<file path="src/rtl/beep_sequencer.sv">
// Purpose: queued beep generator; each request plays a square-wave tone burst followed by a silent gap.
// Latency: a tone starts on the edge after a request seen in IDLE; queued beeps restart after one IDLE cycle.
// Backpressure: up to 7 requests queue while busy; further requests are dropped with a one-cycle overflow pulse.
module beep_sequencer #(
  parameter logic [23:0] TONE_HALF = 24'd50_000,
  parameter logic [23:0] BEEP_LEN  = 24'd10_000_000,
  parameter logic [23:0] GAP_LEN   = 24'd5_000_000
) (
  input  logic       sys_clk,
  input  logic       sys_rst,
  input  logic       beep_req,
  input  logic       mute,
  output logic       buzzer_out,
  output logic       busy,
  output logic [2:0] pending,
  output logic       overflow
);

  typedef enum logic [1:0] {
    IDLE = 2'd0,
    BEEP = 2'd1,
    GAP  = 2'd2
  } state_t;

  state_t      state_q, state_d;
  logic [23:0] dur_cnt_q, dur_cnt_d;
  logic [23:0] tone_cnt_q, tone_cnt_d;
  logic        tone_q, tone_d;
  logic [2:0]  pending_q, pending_d;
  logic        overflow_q, overflow_d;
  logic        start;

  // A new beep starts from IDLE on a fresh request or a queued one.
  assign start = beep_req || (pending_q != 3'd0);

  // Sequencing: IDLE -> BEEP (tone toggling) -> GAP (silent) -> IDLE.
  always_comb begin
    state_d    = state_q;
    dur_cnt_d  = dur_cnt_q;
    tone_cnt_d = tone_cnt_q;
    tone_d     = tone_q;
    case (state_q)
      IDLE: begin
        if (start) begin
          state_d    = BEEP;
          dur_cnt_d  = 24'd0;
          tone_cnt_d = 24'd0;
          tone_d     = 1'b1;
        end
      end
      BEEP: begin
        if (tone_cnt_q == TONE_HALF - 24'd1) begin
          tone_d     = ~tone_q;
          tone_cnt_d = 24'd0;
        end else begin
          tone_cnt_d = tone_cnt_q + 24'd1;
        end
        if (dur_cnt_q == BEEP_LEN - 24'd1) begin
          // Tone is forced low for the whole gap regardless of its phase here.
          state_d    = GAP;
          dur_cnt_d  = 24'd0;
          tone_cnt_d = 24'd0;
          tone_d     = 1'b0;
        end else begin
          dur_cnt_d = dur_cnt_q + 24'd1;
        end
      end
      GAP: begin
        tone_d = 1'b0;
        if (dur_cnt_q == GAP_LEN - 24'd1) begin
          // Always pass through IDLE so back-to-back beeps keep a fixed spacing.
          state_d   = IDLE;
          dur_cnt_d = 24'd0;
        end else begin
          dur_cnt_d = dur_cnt_q + 24'd1;
        end
      end
      default: begin
        state_d    = IDLE;
        dur_cnt_d  = 24'd0;
        tone_cnt_d = 24'd0;
        tone_d     = 1'b0;
      end
    endcase
  end

  // Request queue: count requests while busy, consume one per beep start from IDLE.
  always_comb begin
    pending_d  = pending_q;
    overflow_d = 1'b0;
    if (state_q == IDLE) begin
      // A simultaneous request replaces the queued one being consumed.
      if ((pending_q != 3'd0) && !beep_req) begin
        pending_d = pending_q - 3'd1;
      end
    end else if (beep_req) begin
      if (pending_q == 3'd7) begin
        overflow_d = 1'b1;
      end else begin
        pending_d = pending_q + 3'd1;
      end
    end
  end

  // State and counter registers; reset aborts any beep and flushes the queue.
  always_ff @(posedge sys_clk or posedge sys_rst) begin
    if (sys_rst) begin
      state_q    <= IDLE;
      dur_cnt_q  <= 24'd0;
      tone_cnt_q <= 24'd0;
      tone_q     <= 1'b0;
      pending_q  <= 3'd0;
      overflow_q <= 1'b0;
    end else begin
      state_q    <= state_d;
      dur_cnt_q  <= dur_cnt_d;
      tone_cnt_q <= tone_cnt_d;
      tone_q     <= tone_d;
      pending_q  <= pending_d;
      overflow_q <= overflow_d;
    end
  end

  // Mute gates the registered tone combinationally so it acts mid-cycle.
  assign buzzer_out = tone_q & ~mute;
  assign busy       = (state_q != IDLE);
  assign pending    = pending_q;
  assign overflow   = overflow_q;

endmodule

</file>
<file path="config.mk">
export PLATFORM = sky130hd
export DESIGN_NAME = beep_sequencer
export DESIGN_NICKNAME = d
export VERILOG_FILES = /design/src/rtl/beep_sequencer.sv
export SDC_FILE = /design/constraint.sdc
export NUM_CORES = 1
export LEC_CHECK = 0
export BUFFER_PORTS_ARGS = -buffer_cell sky130_fd_sc_hd__clkbuf_2
export CAP_MARGIN = 10
export CORE_AREA = 2 2 84 78
export DETAILED_ROUTE_END_ITERATION = 8
export DIE_AREA = 0 0 86 80
export GPL_ROUTABILITY_DRIVEN = 0
export MAX_ROUTING_LAYER = met4
export PLACE_DENSITY = 0.7
export RECOVER_POWER = 50
export SETUP_SLACK_MARGIN = 0.2
export SLEW_MARGIN = 20
export SYNTH_ARGS = -nofsm -noshare
export SYNTH_HDL_FRONTEND = slang
export SYNTH_SLANG_ARGS = --single-unit
</file>
<file path="constraint.sdc">
create_clock -name sys_clk -period 2.55 [get_ports sys_clk]
set_input_delay 0.255 -clock sys_clk [delete_from_list [all_inputs] [get_ports sys_clk]]
set_output_delay 0.255 -clock sys_clk [all_outputs]
set_load 0.01 [all_outputs]
</file>
==> run metrics <==
headroom to the max-slew limit=24.3%; GRT Util Overall=between 20% and 30%; Post-CTS Resized=0; pin count of the biggest net entering global routing=30; commonest cells in the netlist=dfrtp_1, nor2_1, xor2_1; Peak VDD IR=about 0.29 mV; min Tclk post-route=2.16 ns; startpoint types=flip-flop; max_cap viols=0; Post-Syn Area=around 3200 µm²; crit end category=flip-flop; Post-synth EDFFs=0; die area=6880 µm²; count leader, synth=dfrtp_1; Final Hold Vio Count=0; # rows=27; Remaining Overflow, GRT=0; first-pass GRT wire length=~11000 µm; CTS clk-pin slew, worst paths=0.10 ns; worst slack, placed=0.327 ns; Final HPWL DP=about 4500 µm; # clock sinks=55; DRT Wirelength=6520 µm; Worst Hold Class=in -> async; share of the synthesized area in the top cell type=43.3%; H-tree depth=2; Final Max Slew Viols=0; die width=86 µm; post-synth top area cell=dfrtp_1; RSZ-0062 raised after global routing=no; clock buffer depth=2; initial antenna violation count=0; Max Freq=about 0.46 GHz; critical path class=reg -> reg; Ports=10; Worst-Margin Slew=about 1.1 ns; FF+latch count, synth=55; DRC Markers=0; gr busiest metal=met2; met1 GRT Util=approximately 28%; Avg Inst Size Synth=9.44 µm²; Synth Warn #=0; asr flop ratio synth=between 90% and 100%; DIE HEIGHT=80 µm; status=completed; register area share after synthesis=a little over two fifths; library cells used by synthesis=48; # nets final=around 360; r2r startpoint=dur_cnt_q[8]; DR vias/cell=5.81; setup bufs post-CTS=0; Final ANT Viol Nets=0; # placed instances=roughly 420; met2 Use GR=33.0%; GR Layer Usage met3=under 10%; vias post-DR=2477; I/O Buffers=9; Critical-path top delay cell=or4_1; CP Launch Point=dur_cnt_q[8]; CTS tree=yes; worst-skew pair later-pin latency=0.30 ns; Hold-fix buffers, CTS=0; area delta synth->final=7.90%; root buf cell=clkbuf_8; Req. time, crit path=around 2.7 ns; Post-synth top flop=dfrtp_1; Mapped Cells=about 340; power per cell area=775 nW/µm²; fin cells=426; Avg WL per Cell=15.3 µm; largest cells by area after synthesis=dfrtp_1, xor2_1, a21oi_1; DRT Pass-1 Iters=4; CP peak stage delay=0.56 ns; CP max FO=23; final worst slack=0.390 ns; Placeable Area=5980 µm²; initial DRC count=approximately 140; CP Cell Sequence=or4_1, nor4_2, a21boi_2, o21ai_4, buf_6, o21ai_0; Final period util=84.7%; skew final=0.00700 ns; final antenna diode count=0; Starting Density=53.2%; Setup TNS=0 ns; Final Core Density=57.4%; final setup fails=0; leakage power=~1.4 nW; crit path DAT=2.34 ns; syn nets=347; share of cells above drive strength 1=11.0%; vias in the first global route=2402; CTS buffer count=5
==> stage by stage <==
stage	hold slack [ns]	area (µm²)	power, mW
after floorplan	0.470	3180	1.90
after global placement	0.359	3320	2.05
after detailed placement	0.368	3320	2.08
after CTS	0.0315	3440	2.68
after global routing	0.314	3430	2.86
final	0.216	3430	2.66
==> cells in the final DEF, fill, tap and decap left out, types with 2 or more instances in the layout <==
cell type  Yosys  routed
nand2b_1       2       2
clkbuf_8       0       6
nor4_1         6       6
a211oi_1       5       5
dfrtp_1       55      55
buf_4          0       9
nand3_1       27      27
nor3_1         7       7
or4_1          2       2
and2_1         3       3
ha_1           5       5
nor2_1        37      37
xnor2_1       11      11
and3_1        12      12
xor2_1        33      33
clkbuf_2       0       6
nand4b_1       2       2
inv_1         12      12
o21ai_0        6       6
clkbuf_1       6       5
a21oi_1       28      28
nand2_1       26      26
nand3b_1       3       3
o32a_2         2       2
nand4_1       17      17
==> report_power, final <==
group / switching [mW] / internal (mW) / total [mW]
registers: 0.105 / 0.952 / 1.06
logic: 0.627 / 0.379 / 1.01
clock network: 0.280 / 0.318 / 0.598
==> cell families (layout without fill, tap and decap cells) <==
kind of cell	Yosys count	count (layout)	share of synthesized area [%]
buf+inv	24	41	4.05
flops	55	55	43.3
simple gates	155	155	26.0
compound gates	52	52	11.6
fa+ha+maj	6	6	2.60
mux	1	1	0.354
xor+xnor	44	44	12.1
==> registers in the layout, indices dropped and copies added (netlist names) <==
name and count:
tone_q 1, pending 3, dur_cnt_q 24, tone_cnt_q 24, overflow 1, state_q 2
==> layout make-up <==
type                       count  area (µm²)
multi-input combinational    258        1680
inverter                      12        45.0
clock buffer                   6        82.6
fill                         534        2550
timing repair buffer          21         128
clock inverter                 2        35.0
tap                           72        90.1
sequential                    55        1380
==> worst max-delay path, delay by kind of cell (launching register included) <==
kind / cells / cell delay [ns]
and+or+nand+nor: 2 / 0.88
AOI/OAI and AO/OA: 3 / 0.47
DFF: 1 / 0.47
buffers and inverters: 1 / 0.21
==> path summary, 6_finish.rpt <==
check / endpoint / slack [ns] / depth (start not counted)
max in group asynchronous: tone_cnt_q[18] / 1.05 / 3
min: state_q[1] / 0.22 / 2
max: dur_cnt_q[0] / 0.39 / 6
max reg2reg: dur_cnt_q[0] / 0.39 / 6
min reg2reg: tone_q / 0.51 / 1
min in group sys_clk: pending[1] / 0.37 / 3
==> per-layer routing <==
metal	share of wire [%]	up-vias
met4	1.0	0
met5	0	-
li1	-	1231
met1	50	1210
met3	2.8	7
met2	46	29
Note: power is estimated with default switching activity, not from simulation.
